==> config.mk <==
export PLATFORM = sky130hd
export DESIGN_NAME = oversample_data_recovery
export DESIGN_NICKNAME = d
export VERILOG_FILES = /design/src/rtl/oversample_data_recovery.sv
export SDC_FILE = /design/constraint.sdc
export NUM_CORES = 1
export LEC_CHECK = 0
export CAP_MARGIN = 10
export CORE_ASPECT_RATIO = 0.9
export CORE_UTILIZATION = 45
export CTS_BUF_LIST = sky130_fd_sc_hd__clkbuf_8
export DETAILED_ROUTE_END_ITERATION = 12
export SLEW_MARGIN = 20
export SYNTH_ARGS = -nofsm -noshare
export SYNTH_HDL_FRONTEND = slang
export SYNTH_SLANG_ARGS = --single-unit
export TNS_END_PERCENT = 20
==> constraint.sdc <==
create_clock -name clk -period 14.15 [get_ports clk]
set_input_delay 1.415 -clock clk [delete_from_list [all_inputs] [get_ports clk]]
set_output_delay 1.415 -clock clk [all_outputs]
set_load 0.005 [all_outputs]
==> src/rtl/oversample_data_recovery.sv <==
// ============================================================================
// Module   : oversample_data_recovery
// Brief    : Oversampled serial bit recovery with a vote/hysteresis phase loop
//            that emits 0, 1 or 2 bits per clock to absorb phase wrap.
//            Optional macro ODR_SLIP_STATS_EN adds drop/dup slip counters.
// Revision : 1.0 - initial release
// ============================================================================
`default_nettype none

module oversample_data_recovery #(
  parameter int NUM_PHASES  = 4,
  parameter int VOTE_THRESH = 4,
  parameter int LOCK_WINDOW = 64
) (
  input  logic                          clk,
  input  logic                          rst_n,
  input  logic [NUM_PHASES-1:0]         in_samples,
  output logic [1:0]                    out_data,
  output logic [1:0]                    out_count,
  output logic [$clog2(NUM_PHASES)-1:0] out_phase,
`ifdef ODR_SLIP_STATS_EN
  output logic [15:0]                   out_drop_cnt,
  output logic [15:0]                   out_dup_cnt,
`endif
  output logic                          out_locked
);

  localparam int PW  = $clog2(NUM_PHASES);
  localparam int LCW = $clog2(LOCK_WINDOW + 1);
  localparam logic [PW-1:0]     c_HALF    = PW'(NUM_PHASES / 2);
  localparam logic [PW-1:0]     c_PONE    = PW'(1);
  localparam logic [PW:0]       c_CONE    = (PW+1)'(1);
  localparam logic [LCW-1:0]    c_LOCKMAX = LCW'(LOCK_WINDOW);
  localparam logic signed [7:0] c_THR     = 8'(VOTE_THRESH);
  localparam logic signed [7:0] c_NTHR    = -c_THR;

  logic [NUM_PHASES-1:0] r_word;
  logic                  r_s1_valid;
  logic                  r_prev_last;
  logic [PW-1:0]         r_phase;
  logic signed [7:0]     r_acc;
  logic [LCW-1:0]        r_lock_cnt;
  logic                  r_late_wrap;
  logic                  r_early_wrap;
  logic [1:0]            r_data;
  logic [1:0]            r_count;
  logic                  r_locked;

  logic [NUM_PHASES-1:0] w_edges;
  logic [PW-1:0]         w_q;
  logic [PW:0]           w_late;
  logic [PW:0]           w_early;
  logic                  w_ambig;
  logic signed [7:0]     w_acc_sum;
  logic                  w_inc;
  logic                  w_dec;
  logic [LCW-1:0]        w_lock_nxt;
  logic [1:0]            w_data;
  logic [1:0]            w_count;

  assign w_edges = r_word ^ {r_word[NUM_PHASES-2:0], r_prev_last};
  assign w_q     = r_phase + c_HALF;

  // Edge distance from the expected edge phase decides the vote direction.
  always_comb begin : p_vote
    logic [PW-1:0] w_d;
    w_late  = '0;
    w_early = '0;
    w_ambig = 1'b0;
    w_d     = '0;
    for (int i = 0; i < NUM_PHASES; i++) begin
      w_d = PW'(i) - w_q;
      if (w_edges[i] && (w_d != '0)) begin
        if (w_d == c_HALF)     w_ambig = 1'b1;
        else if (w_d < c_HALF) w_late  = w_late + c_CONE;
        else                   w_early = w_early + c_CONE;
      end
    end
  end

  always_comb begin
    w_acc_sum = r_acc;
    if (w_late > w_early)      w_acc_sum = r_acc + 8'sd1;
    else if (w_early > w_late) w_acc_sum = r_acc - 8'sd1;
    w_inc = (w_acc_sum == c_THR);
    w_dec = (w_acc_sum == c_NTHR);

    w_lock_nxt = r_lock_cnt;
    if (w_inc || w_dec || w_ambig)             w_lock_nxt = '0;
    else if ((|w_edges) && (r_lock_cnt != c_LOCKMAX)) w_lock_nxt = r_lock_cnt + LCW'(1);

    // A pending wrap from the previous word overrides the normal single bit.
    w_count = 2'd1;
    w_data  = {1'b0, r_word[r_phase]};
    if (r_late_wrap) begin
      w_count = 2'd0;
      w_data  = 2'b00;
    end else if (r_early_wrap) begin
      w_count = 2'd2;
      w_data  = {r_word[NUM_PHASES-1], r_prev_last};
    end
  end

  always_ff @(posedge clk or negedge rst_n) begin
    if (!rst_n) begin
      r_word       <= '0;
      r_s1_valid   <= 1'b0;
      r_prev_last  <= 1'b0;
      r_phase      <= '0;
      r_acc        <= '0;
      r_lock_cnt   <= '0;
      r_late_wrap  <= 1'b0;
      r_early_wrap <= 1'b0;
      r_data       <= '0;
      r_count      <= '0;
      r_locked     <= 1'b0;
    end else begin
      r_word     <= in_samples;
      r_s1_valid <= 1'b1;
      if (r_s1_valid) begin
        r_prev_last  <= r_word[NUM_PHASES-1];
        r_data       <= w_data;
        r_count      <= w_count;
        r_lock_cnt   <= w_lock_nxt;
        r_locked     <= (w_lock_nxt == c_LOCKMAX);
        r_late_wrap  <= w_inc && (&r_phase);
        r_early_wrap <= w_dec && (r_phase == '0);
        if (w_inc) begin
          r_phase <= r_phase + c_PONE;
          r_acc   <= '0;
        end else if (w_dec) begin
          r_phase <= r_phase - c_PONE;
          r_acc   <= '0;
        end else begin
          r_acc   <= w_acc_sum;
        end
      end
    end
  end

`ifdef ODR_SLIP_STATS_EN
  logic [15:0] r_drop_cnt;
  logic [15:0] r_dup_cnt;

  always_ff @(posedge clk or negedge rst_n) begin
    if (!rst_n) begin
      r_drop_cnt <= '0;
      r_dup_cnt  <= '0;
    end else if (r_s1_valid) begin
      if ((w_count == 2'd0) && (r_drop_cnt != 16'hFFFF)) r_drop_cnt <= r_drop_cnt + 16'd1;
      if ((w_count == 2'd2) && (r_dup_cnt != 16'hFFFF))  r_dup_cnt  <= r_dup_cnt + 16'd1;
    end
  end

  assign out_drop_cnt = r_drop_cnt;
  assign out_dup_cnt  = r_dup_cnt;
`endif

  assign out_data   = r_data;
  assign out_count  = r_count;
  assign out_phase  = r_phase;
  assign out_locked = r_locked;

endmodule

`default_nettype wire

==> out/results.md, run 1 <==
| Parameter | Value |
|---|---|
| Register-to-register setup slack | 8780 ps |
| Ratio of routed vias to standard cells | 5.591 |
| Unrepaired setup endpoints after global routing | no |
| Post-CTS setup buffer count | 0 |
| Worst Setup EP | r_lock_cnt[5] |
| Gr usage total | 18.65% |
| Clock tree from TritonCTS | yes |
| Register area | 750.7 um^2 |
| Shortest clock period the worst path allows after layout | 5373 ps |
| Compound-gate portion of the synthesized area | 16.24% |
| Startpoint of the most critical setup path | out_phase[0] |
| Area occupied by multi-input gates | 1460 um^2 |
| Worst min path class | register to register |
| Buffer levels on the longest clock path | 2 |
| Share of the core filled with cells in the final layout | 52.06% |
| Clock latency at the later pin of the worst-skew pair | 280 ps |
| Total of endpoints with negative setup slack in the final report | 0 |
| Data arrival time of the worst path | 5520 ps |
| Critical Path Fanout Max | 9 |
| Number of max-cap violations | 0 |
| Post-synthesis cell area | 2342 um^2 |
| Vias in the first global route | 1664 |
| Final Cycle Share | 37.97% |
| Critical path startpoint category | register |
| Peak supply drop | 184.3 uV |
| Final Routed Wirelength | 4.652 mm |
| CTS H-tree lvls | 2 |
| Area share of and/or/nand/nor cells after synthesis | 21.69% |
| Number of cells produced by synthesis | 250 |
| FMAX | 186.1 MHz |
| Initial core utilization | 47.56% |
| Normalized max-slew margin | 49.35% |
| PostCTS Resize Cnt | 0 |
| R2R Path End | r_lock_cnt[5] |
| Setup Skew | 2.909 ps |
| Lkg Pwr | 0.001111 uW |
| DP HPWL | 3.333 mm |
| Cell type with the largest total area after synthesis | sky130_fd_sc_hd__dfrtp_1 |
| Last weighted congestion value of the routability-driven placer | 0.8829 |
| GR Overflow Total | 0 |
| Post-synthesis async set-or-reset flop share | 100.0% |
| Combinational family with the most area after synthesis | simple AND/OR/NAND/NOR gates |
| Nets in the synthesized netlist | 274 |
| Antenna violation net count after detailed routing | 0 |
| Flip-flop cell with the highest count after synthesis | sky130_fd_sc_hd__dfrtp_1 |
| Largest net degree at the start of global routing | 31 |
| Pwr/cell area | 202.4 nW/um^2 |
| Layout cell share with drive strength beyond 1 | 9.615% |
| Antenna violations before repair | 0 |
| Die Span Y | 70.45 um |
| Depth of the most critical reg-to-reg path | 19 |
| Number of nets in the final layout | 283 |
| Setup_tns | 0 ps |
| Wire length of the first global-routing pass | 7.941 mm |
| Number of filler cells placed in the layout | 478 |
| Global-route layer with the greatest usage | met2 |
| Actual transition at the worst max-transition pin | 752.8 ps |
| First-pass DRT Iterations | 4 |
| Worst Hold Path Cells | 1 |
| Fraction of the yosys area taken by sequential cells | 32.05% |
| Detail-routed net length per standard cell | 14.31 um |
| Largest cells by area after synthesis | sky130_fd_sc_hd__dfrtp_1, sky130_fd_sc_hd__ha_1, sky130_fd_sc_hd__xnor2_1 |
| Die outline area | 5498 um^2 |
| Met3 Use GR | 3.922% |
| Post-Synth Adder-Cell Area | 9.615% |
| Horizontal die dimension | 78.05 um |
| Count of hold-fix buffers inserted at cts | 0 |
| Data required, critical path | 14290 ps |
| Final Hold Violating Endpoints | 0 |
| Area of the placeable core | 4925 um^2 |
| Launch instance of the worst register-to-register path | out_phase[0] |
| Global-route track usage on met2 | 27.88% |
| DRC violation count after routing | 0 |
| Area delta synth->final | 9.455% |
| Critical path endpoint category | register |
| Global routing usage on met1 | 26.57% |
| IO buf count | 12 |
| Number of DRC markers after the initial detailed-route iteration | 105 |
| Top Ports | 13 |
| EDFF count, synth | 0 |
| Mux cell area share after synthesis | 6.036% |
| Final Slew Violations | 0 |
| TritonCTS sink count | 30 |
| Ys Warns | 0 |
| Critical Setup Path Class | register to register |
| Avg Synthesized Cell Area | 9.369 um^2 |
| Area fraction of the dominant cell type after synthesis | 32.05% |
| Count of different cell masters after synthesis | 60 |
| Result of the run | completed |
| Number of buffers added by the clock tree synthesis step | 5 |
| Row cnt | 24 |
| #FFs+latches synth | 30 |
| Post-synthesis xor/xnor area fraction | 8.600% |
| Total via count after detailed routing | 1817 |
| Library cell used as clock root buffer | sky130_fd_sc_hd__clkbuf_8 |
| Clock-pin slew on the worst setup and hold paths | 70 ps |
| Number of antenna diodes | 0 |
-- report_power, final --
part	switching, uW	internal (uW)	total (uW)	leakage [uW]
combinational	172	133	306	0.000678
sequential	34.9	105	140	0.000385
clock	34.2	39.0	73.2	0.0000472
-- metal layers --
metal | share of wire [%] | wire length (um)
met1 | 53 | 2470
met2 | 43 | 1991
met3 | 2.9 | 137
met4 | 1.1 | 53
met5 | 0 | 0
-- final cells by class --
type | instances | share of cell area [%]
Sequential cell | 30 | 29.28
Timing Repair Buffer | 13 | 4.978
Tap cell | 65 | 3.172
Inverter | 13 | 1.903
Clock buffer | 6 | 3.221
Clock inverter | 2 | 0.4880
Multi-Input combinational cell | 196 | 56.95
-- per-stage QoR --
step	worst slack [ps]	cells	hold slack [ps]	cell area, um^2	power [uW]
4_1_cts	8792	325	456.2	2564	520.6
6_report	8777	325	452.6	2564	518.8
3_3_place_gp	8882	317	442.0	2469	443.9
2_1_floorplan	9115	250	434.8	2342	387.5
3_5_place_dp	8795	317	446.0	2469	445.2
5_1_grt	8386	325	466.4	2564	567.9
-- sequential cells by signal (all words and copies together) (netlist names) --
name / count
r_prev_last: 1
out_locked: 1
out_phase: 2
r_acc: 8
r_late_wrap: 1
r_s1_valid: 1
r_word: 4
r_lock_cnt: 7
r_early_wrap: 1
out_data: 2
out_count: 2
-- synthesized netlist by cell type (3+ instances only) --
cell type	number
sky130_fd_sc_hd__nand3_1	14
sky130_fd_sc_hd__xnor2_1	13
sky130_fd_sc_hd__o21ai_0	5
sky130_fd_sc_hd__a22o_1	3
sky130_fd_sc_hd__ha_1	18
sky130_fd_sc_hd__nand3b_1	3
sky130_fd_sc_hd__mux2i_1	7
sky130_fd_sc_hd__mux2_2	4
sky130_fd_sc_hd__inv_1	13
sky130_fd_sc_hd__o31ai_1	5
sky130_fd_sc_hd__o2bb2ai_1	7
sky130_fd_sc_hd__xor2_1	10
sky130_fd_sc_hd__nand2_1	26
sky130_fd_sc_hd__a31oi_1	4
sky130_fd_sc_hd__nor2_1	14
sky130_fd_sc_hd__nand4_1	6
sky130_fd_sc_hd__and2_1	3
sky130_fd_sc_hd__nor3_1	7
sky130_fd_sc_hd__dfrtp_1	30
sky130_fd_sc_hd__a21oi_1	6
sky130_fd_sc_hd__clkbuf_1	4
sky130_fd_sc_hd__nor4_1	3
-- kinds of logic after synthesis --
kind of cell / after synthesis
compound gates: 48
simple gates: 94
other cells: 1
xor+xnor: 23
mux: 12
buf+inv: 24
flops: 30
fa+ha+maj: 18
-- worst max-delay path, stage by stage (launching register included) --
cell and delay (ps):
sky130_fd_sc_hd__dfrtp_1 480, sky130_fd_sc_hd__inv_1 150, sky130_fd_sc_hd__ha_1 260, sky130_fd_sc_hd__nor2_1 260, sky130_fd_sc_hd__and2_1 190, sky130_fd_sc_hd__ha_1 220
sky130_fd_sc_hd__mux2_2 280, sky130_fd_sc_hd__ha_1 270, sky130_fd_sc_hd__mux2_2 280, sky130_fd_sc_hd__ha_1 280, sky130_fd_sc_hd__mux2_2 260, sky130_fd_sc_hd__ha_1 340
sky130_fd_sc_hd__and3b_2 270, sky130_fd_sc_hd__nor2_4 240, sky130_fd_sc_hd__mux2i_1 330, sky130_fd_sc_hd__xor2_1 140, sky130_fd_sc_hd__nor4_2 390, sky130_fd_sc_hd__o2bb2a_2 340
sky130_fd_sc_hd__nand2b_4 130, sky130_fd_sc_hd__o221ai_1 120
-- worst min-delay path by stage --
stage | from | to | slack [ps]
floorplan | r_early_wrap | out_count[0] | 430
global placement | r_early_wrap | out_count[0] | 440
detailed placement | r_early_wrap | out_count[0] | 450
CTS | r_early_wrap | out_count[0] | 460
finish | r_early_wrap | out_count[0] | 450
global route | r_early_wrap | out_count[0] | 470
-- cells in the final DEF (no fill, tap or decap), drive strengths merged, types with 6 or more instances in the layout --
| master | Yosys | final |
|---|---|---|
| inv | 13 | 13 |
| mux2i | 7 | 7 |
| clkdlybuf4s50 | 0 | 12 |
| clkbuf | 7 | 6 |
| a21oi | 6 | 6 |
| nand3 | 14 | 14 |
| nor3 | 8 | 8 |
| o31ai | 6 | 6 |
| ha | 18 | 18 |
| xor2 | 10 | 10 |
| o21ai | 6 | 6 |
| dfrtp | 30 | 30 |
| xnor2 | 13 | 13 |
| nor2 | 16 | 16 |
| nand2 | 26 | 26 |
| nand4 | 6 | 6 |
| o2bb2ai | 8 | 8 |
Note: power is estimated with default switching activity, not from simulation.
==> run 2, diff against run 1 <==
PLACE_DENSITY = 0.65   (was unset)
clock period = 4.9 ns   (was 14.15 ns; I/O delays follow)
==> run 2 against run 1 <==
  * Clock skew grew 4.4 ps
  * Clock power rose to 3.6 times the previous value
  * Sequential share of layout area fell by 4.4 points
  * Critical path depth down 2
  * Via count up 11%
  * Sequential power increased to 2.9 times the previous value
  * Highest routed layer unchanged
==> out/results.md, run 2 (synthesized netlist as in run 1, its figures left out) <==
| Parameter | Value | Change |
|---|---|---|
| Internal power summed over all cells | 1068 uW | +290% |
| Cell repeated most along the worst path | sky130_fd_sc_hd__ha_4 |  |
| Antenna violations before repair | 0 | unchanged |
| Clock-pin slew on the worst setup and hold paths | 70 ps | about the same |
| Biggest registers after layout | r_acc (8), r_lock_cnt (7), r_word (4) |  |
| Top Ports | 13 | unchanged |
| Number of max-cap violations | 0 | unchanged |
| Normalized max-slew margin | 43.35% | -6.0 points |
| Horizontal die dimension | 78.05 um | unchanged |
| GR Overflow Total | 0 | unchanged |
| Critical Path Fanout Max | 6 | -3 |
| Sequential power share | 21.0% | -5.9 points |
| Number of DRC markers after the initial detailed-route iteration | 133 | +27% |
| Ratio of routed vias to standard cells | 5.700 | +1.9% |
| Peak supply drop | 487.9 uV | +160% |
| Last weighted congestion value of the routability-driven placer | 0.9348 | +5.9% |
| Commonest cells after routing, fill and taps aside | sky130_fd_sc_hd__dfrtp_1, sky130_fd_sc_hd__buf_4, sky130_fd_sc_hd__nand2_1 |  |
| Critical path startpoint category | register |  |
| Row cnt | 24 | unchanged |
| Proportion of power drawn by the clock network | 13.7% | -0.4 points |
| Total via count after detailed routing | 2012 | +11% |
| Initial core utilization | 47.56% | unchanged |
| Sw Pwr | 835.0 uW | +250% |
| Detail-routed net length per standard cell | 15.25 um | +6.5% |
| Critical Setup Path Class | register to register |  |
| Flip-flop count of the largest register after layout | 8 | unchanged |
| Final Slew Violations | 0 | unchanged |
| Share of the core filled with cells in the final layout | 61.59% | +9.5 points |
| TritonCTS sink count | 30 | unchanged |
| Post-route standard cell area excluding fillers | 3033 um^2 | +18% |
| Data required, critical path | 5070 ps | -9220 ps |
| Combinational share of power | 65.3% | +6.4 points |
| Number of filler cells placed in the layout | 412 | -14% |
| Gr usage total | 19.87% | +1.2 points |
| DP HPWL | 3.550 mm | +6.5% |
| Register area | 754.5 um^2 | +0.50% |
| Total of endpoints with negative setup slack in the final report | 0 | unchanged |
| Wire length of the first global-routing pass | 8.618 mm | +8.5% |
| IO buf count | 12 | unchanged |
| Area occupied by multi-input gates | 1687 um^2 | +16% |
| Die outline area | 5498 um^2 | unchanged |
| Switch share | 43.88% | -2.7 points |
| Actual transition at the worst max-transition pin | 849.7 ps | +96.84 ps |
| Largest net degree at the start of global routing | 31 | unchanged |
| Final Routed Wirelength | 5.383 mm | +16% |
| Critical path endpoint category | register |  |
| First-pass DRT Iterations | 4 | unchanged |
| Clock latency at the later pin of the worst-skew pair | 280 ps | about the same |
| Antenna violation net count after detailed routing | 0 | unchanged |
| CTS H-tree lvls | 2 | unchanged |
| Data arrival time of the worst path | 4900 ps | -620 ps |
| Die Span Y | 70.45 um | unchanged |
| Buffer levels on the longest clock path | 2 | unchanged |
| Lkg Pwr | 0.001289 uW | +16% |
| Count of hold-fix buffers inserted at cts | 0 | unchanged |
| Number of antenna diodes | 0 | unchanged |
| Area of the placeable core | 4925 um^2 | unchanged |
| CP max stage delay | 420 ps | -60 ps |
| Pwr/cell area | 627.4 nW/um^2 | +210% |
| Vias in the first global route | 1889 | +14% |
| Final Power | 1903 uW | +270% |
| Cell area after placement | 2620 um^2 | +6.1% |
| Layout cell share with drive strength beyond 1 | 28.13% | +19 points |
| Library cell used as clock root buffer | sky130_fd_sc_hd__clkbuf_8 |  |
| Area delta synth->final | 29.49% |  |
| Number of buffers added by the clock tree synthesis step | 5 | unchanged |
| Number of nets in the final layout | 311 | +9.9% |
| Master of the slowest instance on the critical path | sky130_fd_sc_hd__dfrtp_1 |  |
| Register bank with the most flops | r_acc |  |
| Critical path cell sequence | buf_4, xnor2_1, nor3_2, mux2_4, ha_4, mux2_4, ha_4, mux2_2, ha_4, and3b_2, nor2_4, mux2i_2, xor2_2, nand4_1, o2bb2ai_4, nor3_2, a32o_1 |  |
| Worst min path class | register to register |  |
| DRC violation count after routing | 0 | unchanged |
| Final Hold Violating Endpoints | 0 | unchanged |
| FMAX | 211.4 MHz | +14% |
| Final Cycle Share | 96.54% | +59 points |
| Shortest clock period the worst path allows after layout | 4731 ps | -642.7 ps |
| Clock tree from TritonCTS | yes |  |
| Result of the run | completed |  |
| Setup Skew | 7.341 ps | +4.432 ps |
-- run 2: what timing repair did --
item	in CTS	in global routing
endpoints found under the setup margin	14	18
resized for setup	1	41
setup buffers	2	6
pin swaps	2	16
-- run 2: stage by stage --
step / hold WS, ps / setup slack, ps / TNS (ps) / std cells
floorplan: 194.4 / 11.47 / 0 / 250
global placement: 441.7 / 25.48 / 0 / 337
detailed placement: 451.5 / -46.83 / -96.31 / 337
CTS: 460.3 / -11.45 / -11.45 / 347
global route: 498.1 / -90.21 / -342.6 / 353
finish: 456.2 / 169.5 / 0 / 353
-- run 2: cell type report --
type | count | share of cell area, %
Inverter | 13 | 1.609
Sequential cell | 30 | 24.88
Timing Repair Buffer | 41 | 11.39
Clock buffer | 6 | 2.723
Clock inverter | 2 | 1.114
Multi-Input combinational cell | 196 | 55.61
Tap cell | 65 | 2.682
-- run 2: final timing paths --
path                            slack (ps)         start  cells after the start             to
worst min register to register         460  r_early_wrap                      1   out_count[0]
worst max-delay path                   170     r_word[0]                     17  r_lock_cnt[1]
worst min-delay path                   460  r_early_wrap                      1   out_count[0]
worst max register to register         170     r_word[0]                     17  r_lock_cnt[1]
max in group asynchronous             3970         rst_n                      2   out_phase[1]
min in group asynchronous              620         rst_n                      2      r_word[0]
-- run 2: worst max-delay path: cells and delay by family, from the launching register on --
kind,cells,cell delay (ps)
DFF,1,420
and+or+nand+nor,5,930
xor gates and xnor gates,2,650
buffers and inverters,1,160
muxes,4,1230
adders and majority gates,3,690
AOI/OAI and AO/OA,2,530
-- run 2: power groups by stage --
stage / clock (uW) / sequential [uW] / combinational [uW]
after global placement: 0 / 399 / 992
after CTS: 264 / 392 / 1040
after detailed placement: 0 / 397 / 1000
after floorplan: 0 / 365 / 755
final: 260 / 400 / 1240
after global routing: 276 / 412 / 1360
-- run 2: routing by layer --
| layer | wire length (um) | GRT usage, % |
|---|---|---|
| met4 | 42 | 5.144 |
| met3 | 241 | 5.098 |
| met5 | 0 | 0 |
| met1 | 2504 | 27.11 |
| met2 | 2594 | 31.19 |
==> run 3, diff against run 2 <==
CELL_PAD_IN_SITES_DETAIL_PLACEMENT = 1   (was unset)
CELL_PAD_IN_SITES_GLOBAL_PLACEMENT = 1   (was unset)
CORE_UTILIZATION = 44   (was 45)
PLACE_DENSITY = unset   (was 0.65)
PLACE_DENSITY_LB_ADDON = 0.1   (was unset)
==> run 3 against run 2 <==
  * The run now ends with negative setup slack left
  * Die area rose by 2.2%
  * Routed wire length rose by 34%
  * Critical endpoint unchanged
  * Largest cell class unchanged
  * Clock-buffer cell count did not move
==> out/results.md, run 3 (synthesized netlist as in run 1, its figures left out) <==
| Parameter | Value | Change |
|---|---|---|
| Cell area after placement | 2635 um^2 | +0.57% |
| Final Slew Violations | 0 | unchanged |
| Vias in the first global route | 2042 | +8.1% |
| First-pass DRT Iterations | 4 | unchanged |
| Leading cell type in the layout, fill and taps excluded | sky130_fd_sc_hd__buf_4 |  |
| Cell repeated most along the worst path | sky130_fd_sc_hd__ha_1 |  |
| Number of max-cap violations | 0 | unchanged |
| Critical path startpoint category | register |  |
| Antenna violations before repair | 0 | unchanged |
| Worst Setup EP | r_lock_cnt[1] |  |
| Antenna violation net count after detailed routing | 0 | unchanged |
| Ratio of routed vias to standard cells | 5.917 | +3.8% |
| Data arrival time of the worst path | 5130 ps | +230 ps |
| Biggest registers after layout | r_acc (8), r_lock_cnt (7), r_word (4) |  |
| Depth of the most critical reg-to-reg path | 24 | +7 |
| Area of the placeable core | 4985 um^2 | +1.2% |
| R2R Path End | r_lock_cnt[1] |  |
| Area delta synth->final | 31.62% |  |
| Number of DRC markers after the initial detailed-route iteration | 77 | -42% |
| Setup Skew | 5.745 ps | -1.596 ps |
| Final Routed Wirelength | 7.189 mm | +34% |
| Violated checks | negative setup slack |  |
| Clock-pin slew on the worst setup and hold paths | 70 ps | about the same |
| CP max stage delay | 430 ps | about the same |
| Final Power | 2076 uW | +9.1% |
| IO buf count | 12 | unchanged |
| Wire length of the first global-routing pass | 10.03 mm | +16% |
| Pwr/cell area | 673.3 nW/um^2 | +7.3% |
| Last weighted congestion value of the routability-driven placer | 0.8301 | -11% |
| Combinational share of power | 70.2% | +4.9 points |
| Area occupied by multi-input gates | 1690 um^2 | +0.22% |
| Largest net degree at the start of global routing | 31 | unchanged |
| Row cnt | 24 | unchanged |
| Number of filler cells placed in the layout | 563 | +37% |
| Result of the run | complete, but fails checks |  |
| Total via count after detailed routing | 2130 | +5.9% |
| Top Ports | 13 | unchanged |
| Switch share | 45.78% | +1.9 points |
| Actual transition at the worst max-transition pin | 800.2 ps | -49.50 ps |
| Sequential power share | 19.4% | -1.6 points |
| Layout cell share with drive strength beyond 1 | 30.17% | +2.0 points |
| Gr usage total | 23.16% | +3.3 points |
| Lkg Pwr | 0.001326 uW | +2.9% |
| Post-route worst setup slack | -58.49 ps | -228.0 ps |
| Horizontal die dimension | 78.91 um | +1.1% |
| Worst min path class | register to register |  |
| Clock latency at the later pin of the worst-skew pair | 280 ps | about the same |
| Register-to-register setup slack | -60 ps | -230 ps |
| Critical Path Fanout Max | 6 | unchanged |
| DP HPWL | 4.375 mm | +23% |
| Total of endpoints with negative setup slack in the final report | 4 | +4 |
| Critical path endpoint category | register |  |
| Register area | 753.2 um^2 | -0.17% |
| Startpoint of the most critical setup path | out_phase[0] |  |
| Number of buffers added by the clock tree synthesis step | 5 | unchanged |
| Detail-routed net length per standard cell | 19.97 um | +31% |
| CTS H-tree lvls | 2 | unchanged |
| Die Span Y | 71.22 um | +1.1% |
| Critical path cell sequence | buf_6, ha_2, buf_6, nor2_4, mux2_2, nand2_1, o21ai_2, ha_1, a21o_1, ha_1, nand2_1, xnor2_1, ha_1, a21o_1, nor2_4, buf_12, buf_4, o41ai_2, xor2_1, nand4_1, buf_4, o2bb2ai_4, nor3_2, a32o_1 |  |
| Normalized max-slew margin | 46.65% | +3.3 points |
| Final Cycle Share | 101.2% | +4.7 points |
| TritonCTS sink count | 30 | unchanged |
| Clock tree from TritonCTS | yes |  |
| Initial core utilization | 46.99% | -0.57 points |
| Number of nets in the final layout | 318 | +2.3% |
| Die outline area | 5619 um^2 | +2.2% |
| Data required, critical path | 5070 ps | about the same |
| Final Hold Violating Endpoints | 0 | unchanged |
| Proportion of power drawn by the clock network | 10.4% | -3.3 points |
| Number of antenna diodes | 0 | unchanged |
| FMAX | 201.7 MHz | -4.6% |
| Peak supply drop | 376.9 uV | -23% |
| Commonest cells after routing, fill and taps aside | sky130_fd_sc_hd__buf_4, sky130_fd_sc_hd__dfrtp_1, sky130_fd_sc_hd__nand2_1 |  |
| GR Overflow Total | 0 | unchanged |
| Sw Pwr | 950.4 uW | +14% |
| DRC violation count after routing | 0 | unchanged |
| Shortest clock period the worst path allows after layout | 4958 ps | +228.0 ps |
| Register bank with the most flops | r_acc |  |
| Launch instance of the worst register-to-register path | out_phase[0] |  |
| Flip-flop count of the largest register after layout | 8 | unchanged |
| Master of the slowest instance on the critical path | sky130_fd_sc_hd__dfrtp_2 |  |
| Setup Slack @ Placement | -127.1 ps | -80.24 ps |
| Library cell used as clock root buffer | sky130_fd_sc_hd__clkbuf_8 |  |
| Critical Setup Path Class | register to register |  |
| Post-route standard cell area excluding fillers | 3083 um^2 | +1.7% |
| Internal power summed over all cells | 1126 uW | +5.4% |
| Buffer levels on the longest clock path | 2 | unchanged |
==> run 3: cell count changes in the layout (fill, tap and decap cells not counted), sizes merged <==
cell / previous run / this run
clkinvlp: 0 / 1
buf: 29 / 36
bufinv: 1 / 0
clkinv: 0 / 1
inv: 14 / 13
==> run 3: worst min path at each step <==
| stage | from | endpoint | slack [ps] | depth (start not counted) |
|---|---|---|---|---|
| finish | out_data[0] | out_data[0] | 480 | 2 |
| global route | out_data[0] | out_data[0] | 500 | 2 |
| CTS | r_early_wrap | out_count[0] | 470 | 1 |
| detailed placement | r_early_wrap | out_count[0] | 470 | 1 |
| global placement | r_early_wrap | out_count[0] | 470 | 1 |
| floorplan | rst_n | out_count[0] | 190 | 0 |
==> run 3: cell type report <==
| cell class | count | share of cell area [%] |
|---|---|---|
| Clock buffer | 6 | 2.679 |
| Clock inverter | 2 | 0.4058 |
| Inverter | 13 | 1.583 |
| Multi-Input combinational cell | 196 | 54.83 |
| Sequential cell | 30 | 24.43 |
| Tap cell | 65 | 2.638 |
| Timing Repair Buffer | 48 | 13.43 |
==> run 3: critical path: cells and delay by family, from the launching register on <==
kind / cells / cell delay [ps]
mux: 1 / 350
buf+inv: 5 / 750
xor+xnor: 2 / 490
fa+ha+maj: 4 / 1030
compound gates: 6 / 1190
simple gates: 6 / 600
flops: 1 / 430
==> run 3: repair_timing <==
action                                  in CTS  in global routing
hold buffers                                 0                  0
buffers inserted                             2                 12
gates resized for setup                      9                 35
pin swaps                                    5                 16
endpoints found under the setup margin      15                 17
==> run 3: power by group through the flow <==
stage          Sequential, uW  Combinational, uW  Clock [uW]
6_report                  403               1460         215
2_1_floorplan             365                755           0
4_1_cts                   394               1130         217
3_3_place_gp              394               1040           0
3_5_place_dp              397               1070           0
5_1_grt                   411               1560         230
==> run 3: per-layer routing <==
layer | part of all wire (%) | GRT usage [%]
met1 | 45 | 32.71
met2 | 50 | 37.49
met3 | 3.3 | 3.822
met4 | 1.6 | 5.253
met5 | 0 | 0
==> run 3: metrics by stage <==
stage / setup TNS (ps) / hold slack [ps] / util [%] / cells
floorplan: 0 / 194.4 / - / 250
global placement: 0 / 466.5 / 52.86 / 339
detailed placement: -742.4 / 465.1 / 52.86 / 339
CTS: -2.608 / 474.3 / 55.92 / 349
global route: -1991 / 498.4 / 61.85 / 360
finish: -142.5 / 484.0 / 61.85 / 360
